### src/rtl/axis_rr_arb.sv
// ---------------------------------------------------------------------------
// axis_rr_arb
// Purely combinational round-robin selector. Starting one position after
// i_last_grant and wrapping, it returns the first channel whose request bit
// is set. Channel indices >= NUM_CH cannot be returned.
//
// Ports
//   i_req         NUM_CH    per-channel request
//   i_last_grant  ID_WIDTH  most recently completed grant (search starts after it)
//   o_valid       1         at least one request present
//   o_grant       ID_WIDTH  selected channel index (0 when o_valid is low)
// ---------------------------------------------------------------------------
module axis_rr_arb #(
    parameter int NUM_CH   = 4,
    parameter int ID_WIDTH = 2
) (
    input  logic [NUM_CH-1:0]   i_req,
    input  logic [ID_WIDTH-1:0] i_last_grant,
    output logic                o_valid,
    output logic [ID_WIDTH-1:0] o_grant
);
    localparam int NUM_IDX = 2 ** ID_WIDTH;

    // Request vector padded to the full index range so it can be indexed
    // with an ID_WIDTH-bit value; padding entries never request.
    logic [NUM_IDX-1:0] w_req_pad;

    genvar gi;
    generate
        for (gi = 0; gi < NUM_IDX; gi++) begin : g_pad
            if (gi < NUM_CH) begin : g_real
                assign w_req_pad[gi] = i_req[gi];
            end else begin : g_none
                assign w_req_pad[gi] = 1'b0;
            end
        end
    endgenerate

    // Walk offsets from farthest to nearest so the nearest requester after
    // i_last_grant overwrites any farther one.
    always_comb begin
        int c;
        c       = 0;
        o_valid = 1'b0;
        o_grant = '0;
        for (int k = NUM_CH; k >= 1; k--) begin
            c = (int'(i_last_grant) + k) % NUM_CH;
            if (w_req_pad[c[ID_WIDTH-1:0]]) begin
                o_valid = 1'b1;
                o_grant = c[ID_WIDTH-1:0];
            end
        end
    end
endmodule

### src/rtl/fifo_rr_sched.sv
// ---------------------------------------------------------------------------
// fifo_rr_sched
// Shares one AXI-Stream master among NUM_CH first-word-fall-through FIFOs.
// In ST_IDLE a round-robin pick is made among enabled, non-empty channels;
// in ST_LOCK the granted FIFO is drained into a single registered output
// slice until a word with last=1 is popped. Output words carry the source
// channel in tdest.
//
// Ports
//   clk, rst        clock, synchronous active-high reset
//   fifo_dout       flattened FWFT heads, {last, data} per channel
//   fifo_empty      per-channel empty
//   fifo_rd_en      per-channel pop (one-hot or zero)
//   ch_en           per-channel arbitration enable
//   m_axis_*        registered output stream (tdest = source channel)
//   busy            high while a packet is locked
//   grant_id        current / last granted channel
// ---------------------------------------------------------------------------
module fifo_rr_sched #(
    parameter int NUM_CH     = 4,
    parameter int DATA_WIDTH = 8,
    parameter int ID_WIDTH   = 2
) (
    input  logic                                clk,
    input  logic                                rst,
    input  logic [NUM_CH*(DATA_WIDTH+1)-1:0]    fifo_dout,
    input  logic [NUM_CH-1:0]                   fifo_empty,
    output logic [NUM_CH-1:0]                   fifo_rd_en,
    input  logic [NUM_CH-1:0]                   ch_en,
    output logic [DATA_WIDTH-1:0]               m_axis_tdata,
    output logic                                m_axis_tlast,
    output logic [ID_WIDTH-1:0]                 m_axis_tdest,
    output logic                                m_axis_tvalid,
    input  logic                                m_axis_tready,
    output logic                                busy,
    output logic [ID_WIDTH-1:0]                 grant_id
);
    localparam int                  SLICE_W = DATA_WIDTH + 1;
    localparam int                  NUM_IDX = 2 ** ID_WIDTH;
    localparam logic [ID_WIDTH-1:0] LAST_CH = ID_WIDTH'(NUM_CH - 1);
    localparam logic                ST_IDLE = 1'b0;
    localparam logic                ST_LOCK = 1'b1;

    logic                  r_state;
    logic                  w_state_next;
    logic [ID_WIDTH-1:0]   r_grant;
    logic [ID_WIDTH-1:0]   r_last_grant;
    logic                  r_tvalid;
    logic                  r_tlast;
    logic [DATA_WIDTH-1:0] r_tdata;
    logic [ID_WIDTH-1:0]   r_tdest;

    logic [NUM_CH-1:0]     w_req;
    logic                  w_arb_valid;
    logic [ID_WIDTH-1:0]   w_arb_grant;
    logic [SLICE_W-1:0]    w_head_arr [NUM_IDX];
    logic [NUM_IDX-1:0]    w_empty_pad;
    logic [SLICE_W-1:0]    w_head;
    logic                  w_head_last;
    logic                  w_grant_empty;
    logic                  w_slice_rdy;
    logic                  w_pop;
    logic                  w_pop_last;
    logic [NUM_IDX-1:0]    w_rd_pad;

    // Unflatten the FIFO heads; unused index slots look permanently empty.
    genvar gi;
    generate
        for (gi = 0; gi < NUM_IDX; gi++) begin : g_ch
            if (gi < NUM_CH) begin : g_real
                assign w_head_arr[gi]  = fifo_dout[gi*SLICE_W +: SLICE_W];
                assign w_empty_pad[gi] = fifo_empty[gi];
            end else begin : g_pad
                assign w_head_arr[gi]  = '0;
                assign w_empty_pad[gi] = 1'b1;
            end
        end
    endgenerate

    assign w_req = ~fifo_empty & ch_en;

    axis_rr_arb #(
        .NUM_CH   (NUM_CH),
        .ID_WIDTH (ID_WIDTH)
    ) u_arb (
        .i_req        (w_req),
        .i_last_grant (r_last_grant),
        .o_valid      (w_arb_valid),
        .o_grant      (w_arb_grant)
    );

    assign w_head        = w_head_arr[r_grant];
    assign w_head_last   = w_head[DATA_WIDTH];
    assign w_grant_empty = w_empty_pad[r_grant];

    // Single-entry slice: a new word may enter when the slot is free or is
    // being emptied this cycle, hence the combinational path from tready.
    // The lock ignores ch_en so a packet always completes once started.
    assign w_slice_rdy = !r_tvalid || m_axis_tready;
    assign w_pop       = (r_state == ST_LOCK) && !w_grant_empty && w_slice_rdy && !rst;
    assign w_pop_last  = w_pop && w_head_last;

    // State register
    always_ff @(posedge clk) begin
        if (rst) begin
            r_state <= ST_IDLE;
        end else begin
            r_state <= w_state_next;
        end
    end

    // Next-state logic
    always_comb begin
        w_state_next = r_state;
        case (r_state)
            ST_IDLE: if (w_arb_valid) w_state_next = ST_LOCK;
            ST_LOCK: if (w_pop_last)  w_state_next = ST_IDLE;
            default: w_state_next = ST_IDLE;
        endcase
    end

    // Output logic
    always_comb begin
        busy     = (r_state == ST_LOCK);
        w_rd_pad = '0;
        if (w_pop) begin
            w_rd_pad[r_grant] = 1'b1;
        end
        fifo_rd_en = w_rd_pad[NUM_CH-1:0];
    end

    // Grant bookkeeping: r_grant latches at arbitration, r_last_grant only
    // advances once the packet's last word has left the FIFO.
    always_ff @(posedge clk) begin
        if (rst) begin
            r_grant      <= LAST_CH;
            r_last_grant <= LAST_CH;
        end else begin
            if (r_state == ST_IDLE && w_arb_valid) begin
                r_grant <= w_arb_grant;
            end
            if (w_pop_last) begin
                r_last_grant <= r_grant;
            end
        end
    end

    // Output register
    always_ff @(posedge clk) begin
        if (rst) begin
            r_tvalid <= 1'b0;
            r_tdata  <= '0;
            r_tlast  <= 1'b0;
            r_tdest  <= '0;
        end else if (w_pop) begin
            r_tvalid <= 1'b1;
            r_tdata  <= w_head[DATA_WIDTH-1:0];
            r_tlast  <= w_head_last;
            r_tdest  <= r_grant;
        end else if (m_axis_tready) begin
            r_tvalid <= 1'b0;
        end
    end

    assign m_axis_tvalid = r_tvalid;
    assign m_axis_tdata  = r_tdata;
    assign m_axis_tlast  = r_tlast;
    assign m_axis_tdest  = r_tdest;
    assign grant_id      = r_grant;
endmodule
### config.mk
export PLATFORM = sky130hd
export DESIGN_NAME = fifo_rr_sched
export DESIGN_NICKNAME = d
export VERILOG_FILES = /design/src/rtl/axis_rr_arb.sv /design/src/rtl/fifo_rr_sched.sv
export SDC_FILE = /design/constraint.sdc
export NUM_CORES = 1
export LEC_CHECK = 0
export CORE_MARGIN = 5
export CORE_UTILIZATION = 36
export DETAILED_ROUTE_END_ITERATION = 16
export PLACE_DENSITY = 0.85
export SYNTH_ARGS = -nofsm -noshare
export SYNTH_HDL_FRONTEND = slang
export SYNTH_HIERARCHICAL = 1
export SYNTH_SLANG_ARGS = --single-unit
### constraint.sdc
create_clock -name clk -period 3 [get_ports clk]
set_clock_uncertainty 0.15 [all_clocks]
set_input_delay 0.6 -clock clk [delete_from_list [all_inputs] [get_ports clk]]
set_output_delay 0.6 -clock clk [all_outputs]
set_load 0.005 [all_outputs]
# Word level (Yosys, flattened, before mapping)
# Index checks and enable logic that the tools add are counted.
# totals
wordCells	62
inputBits	47
ff_bits	17
# op_classes
addsub	4
bitwise_logic	4
n_reduce_logical	11
order_cmp	7
muxes	29
# op_table
cell	count
9-bit binary-select mux with 2-bit select	1
9-bit two-way mux	2
2-bit by 3-bit less-than comparator with 1-bit output (second input constant)	5
1-bit two-way mux	14
1-bit binary-select mux with 2-bit select	5
2-bit two-way mux	4
1-bit logical AND	6
2-bit by 1-bit adder with 2-bit output (second input constant)	2
2-bit adder (second input constant)	2
4-bit AND	1
4-bit two-way mux	1
4-bit inverter	1
3-bit greater-or-equal comparator (second input constant)	1
1-bit logical NOT	3
2-bit inverter with 3-bit output	1
1-bit demux with 2-bit select	1
2-bit by 1-bit greater-or-equal comparator with 1-bit output (second input constant)	1
1-bit one-hot mux with 2 select lines	1
2-bit nonzero test	1
1-bit logical OR	1
1-bit inverter	1

# Longest topological paths before layout
# depth
depth_word	10
mapped_depth	7
depth_no_buf	6

# Cells and area by module
# The synthesis kept the hierarchy.
# by_module_without_submodules
module	cells_each	area_each_um2	instances
fifo_rr_sched	101	970.9	1
axis_rr_arb	14	91.3	1

# Least setup slack after synthesis
# No wires, ideal clock.
# synth_timing
kind	input -> output
startpoint	in fifo_empty[3]
endpoint	out fifo_rd_en[0]
arrival_ps	1756
setup_slack_ps	494
required_ps	2250
stages	5
path_cell_list	mux4_2 > or3_1 > buf_2 > buf_6 > nor3_2
# synth_between
elab_chain_len	7
# synth_lines
item	line_no	source
from (decl)	fifo_rr_sched.sv:27	input logic [NUM_CH-1:0] fifo_empty,
1-bit binary-select mux with 2-bit select	fifo_rr_sched.sv:94	assign w_grant_empty = w_empty_pad[r_grant];
1-bit two-way mux (implied by the code)	fifo_rr_sched.sv:94	
1-bit logical NOT	fifo_rr_sched.sv:100	assign w_pop = (r_state == ST_LOCK) && !w_grant_empty && w_slice_rdy && !rst;
1-bit logical AND (3 in series)	fifo_rr_sched.sv:100	
4-bit two-way mux	fifo_rr_sched.sv:126	if (w_pop) begin
to (decl)	fifo_rr_sched.sv:28	output logic [NUM_CH-1:0] fifo_rd_en,
# Every way passes these cells. The select of a mux whose other input is x is not followed.

# Final worst setup path
# Same ends and word-level chain as after synthesis.

==> metrics.md <==
| Metric | Value |
|---|---|
| CP Data Arrival Time | `about 2200 ps` |
| Measured slew at the worst slew-check pin | `497.7 ps` |
| Post-Place Cells | `roughly 220` |
| Max VDD drop | `approximately 0.27 mV` |
| Total Nets Final | `between 200 and 250` |
| Post-Syn Area | `approximately 1100 µm²` |
| Die Width | `between 60 and 70 µm` |
| Min Tclk post-route | `between 2000 and 3000 ps` |
| TritonCTS clock tree | `built` |
| Clk_lat worst skew | `280 ps` |
| Comb pwr share | `0.381` |
| Internal | `about 0.00044 W` |
| Sw Share | `0.2762` |
| Vias in the first global route | `1288` |
| Total CTS buffers | `3` |
| Synthesized flop and latch total | `17` |
| Sink Count | `17` |
| Outcome | `complete, no violations` |
| Worst hold path class | `flop to flop` |
| Die ar. | `a little over 4000 µm²` |
| Async SR Flop Fraction | `0` |
| First-pass GRT wire length | `around 6 mm` |
| Largest net degree at the start of global routing | `18` |
| CP endpoint kind | `primary output` |
| Reg clk slew, reported paths | `around 100 ps` |
| P per Cell Area | `roughly 330 nW/µm²` |
| Max-slew violation count | `0` |
| Rel. slew slack | `0.6654` |
| CP max FO | `4` |
| Final non-filler cell total | `between 200 and 250` |
| CTS root buf | `clkbuf_4` |
| Top FF cell, synth | `dfxtp_1` |
| EDFF count, synth | `0` |
| Syn_nets | `roughly 160` |
| Register area share after synthesis | `0.3204` |
| Dpl cell area | `around 1800 µm²` |
| Count leader, synth | `nand2_1` |
| Fin util | `0.6604` |
| Min Hold Slack | `316.5 ps` |
| Synthesized instance count | `115` |
| Yosys Warn Count | `6` |
| P&R area growth vs syn | `72.91%` |
| IO buf count | `65` |
| RSZ-0062 raised after global routing | `false` |
| CP required | `about 2300 ps` |
| Top cells by count, synth | `nand2_1, dfxtp_1, a21oi_1` |
| Via density | `5.365` |
| Layout cells sized above 1 | `0.1937` |
| Startpoint types | `input pin` |
| Drt total wl | `between 3 and 4 mm` |
| Gr ovfl total | `0` |
| GPL Wtd Cong | `0.9088` |
| Peak Freq | `344.6 MHz` |
| Mean Syn Cell Area | `9.237 µm²` |
| Initial core utilization | `0.3819` |
| Diodes inserted | `0` |
| Cell accounting for the most synthesized area | `dfxtp_1` |
| Period utilization | `0.9673` |
| Endpoints failing hold | `0` |
| Clock power share | `0.201` |
| Crit Path Class | `input pin to primary output` |
| Power Total | `between 0.0006 and 0.0007 W` |
| Initial antenna violation count | `0` |
| Yosys cell types | `31` |
| Fillers | `246` |
| Routed Antenna Nets | `0` |
| Initial DRC Count | `41` |
| Deepest clock path buffer count | `2` |
| Core Box Area | `2781 µm²` |
| GRT Total Usage | `0.1816` |
| Flop pwr share | `0.418` |
| Post-synth top area share | `0.3204` |
| Synth top area cells | `dfxtp_1, mux4_2, nand2_1, a21oi_1, nor2b_1` |
| Ports | `66` |
| Leakage power | `~0.73 nW` |
| NetSw | `0.0001661 W` |
| Fin area | `1837 µm²` |
| Rows | `19` |
| CTS H-tree depth | `1` |
| Post-route DRC | `0` |
| Final setup viols | `0` |
| First drt pass iteration count | `4` |
| Detailed placement HPWL | `around 3.0 mm` |
| Drt wl/cell | `roughly 17 µm` |
| Die Ht | `64.32 µm` |
| Max-cap violations | `0` |
| Hold buffer count at CTS | `0` |
| Vias | `1191` |
==> metrics by stage <==
stage          TNS [ps]  setup WS, ps
2_1_floorplan         0         493.9
3_3_place_gp      -1082        -329.3
3_5_place_dp      -1338        -397.5
4_1_cts               0         85.67
5_1_grt               0         70.48
6_report              0         98.24
==> layout make-up <==
cell class | count | area, µm² | area share
Clock buffer | 4 | 26.28 | 0.01431
Sequential cell | 17 | 340.3 | 0.1853
Multi-Input combinational cell | 86 | 670.6 | 0.3651
Inverter | 5 | 18.77 | 0.01022
Tap cell | 31 | 38.79 | 0.02112
Timing Repair Buffer | 79 | 742.0 | 0.4040
==> repair_timing <==
action,CTS,global route
resized for setup,13,0
setup buffers,0,0
setup endpoints to repair,4,0
endpoints found under the hold margin,0,0
==> worst paths after layout <==
path / from / endpoint / slack [ps] / cells after the start
setup / recovery: fifo_empty[3] / fifo_rd_en[0] / 100 / 5
hold / removal: m_axis_tdata[4] / m_axis_tdata[4] / 320 / 2
setup reg to reg: grant_id[0] / r_last_grant[0] / 930 / 5
hold reg to reg: m_axis_tdata[4] / m_axis_tdata[4] / 320 / 2
==> sequential cells by signal, indices dropped and copies added, names as in the netlist <==
name	count
m_axis_tdata	8
busy	1
r_last_grant	2
m_axis_tlast	1
m_axis_tvalid	1
m_axis_tdest	2
grant_id	2
==> power by group through the flow <==
stage / clock (W) / combinational (W) / sequential, W
6_report: 0.000121 / 0.000229 / 0.000251
5_1_grt: 0.000136 / 0.000249 / 0.000253
3_5_place_dp: 0 / 0.000231 / 0.000256
3_3_place_gp: 0 / 0.000224 / 0.000255
4_1_cts: 0.000125 / 0.000231 / 0.000251
2_1_floorplan: 0 / 0.000107 / 0.000255
==> critical path, cell delays in order <==
cell	delay, ps
dlygate4sd2_1	240
mux4_2	490
or3_4	420
nor3_2	130
dlygate4sd2_1	260
==> cells by family after synthesis <==
family / Yosys count / share of synthesized area
flip-flops: 17 / 0.3204
AND/OR/NAND/NOR: 50 / 0.2403
AO/OA/AOI/OAI: 24 / 0.1578
buffers and inverters: 12 / 0.05889
multiplexers: 12 / 0.2226
==> metal layers <==
| metal | vias up | wire length [µm] | global-route usage |
|---|---|---|---|
| li1 | 566 | - | - |
| met1 | 568 | 1383 | 0.2036 |
| met2 | 55 | 1962 | 0.3271 |
| met3 | 2 | 328 | 0.05779 |
| met4 | 0 | 19 | 0.04835 |
| met5 | - | 0 | 0 |
==> layout by cell type, fill, tap and decap left out <==
| cell type | count |
|---|---|
| clkdlybuf4s50_1 | 57 |
| nand2_1 | 22 |
| dfxtp_1 | 17 |
| buf_4 | 14 |
| a21oi_1 | 13 |
| mux4_2 | 8 |
| dlygate4sd2_1 | 7 |
| nor2b_1 | 6 |
| nor2_1 | 6 |
| inv_1 | 5 |
| nand2b_1 | 5 |
| mux2i_1 | 3 |
| clkbuf_4 | 3 |
| nor3_2 | 2 |
| nand3_1 | 2 |
| o221ai_2 | 2 |
| a21oi_2 | 2 |
| or3_4 | 1 |
| nor3_4 | 1 |
| nand2_2 | 1 |
| a32oi_1 | 1 |
| nand3b_1 | 1 |
| or3b_2 | 1 |
| a2111o_1 | 1 |
| o31ai_1 | 1 |
| nor3_1 | 1 |
| o211ai_1 | 1 |
| o21ai_0 | 1 |
| a31o_2 | 1 |
| mux4_1 | 1 |
| clkbuf_1 | 1 |
| buf_2 | 1 |
| and2b_1 | 1 |
| a31oi_1 | 1 |
(Power assumes the default switching activity.)
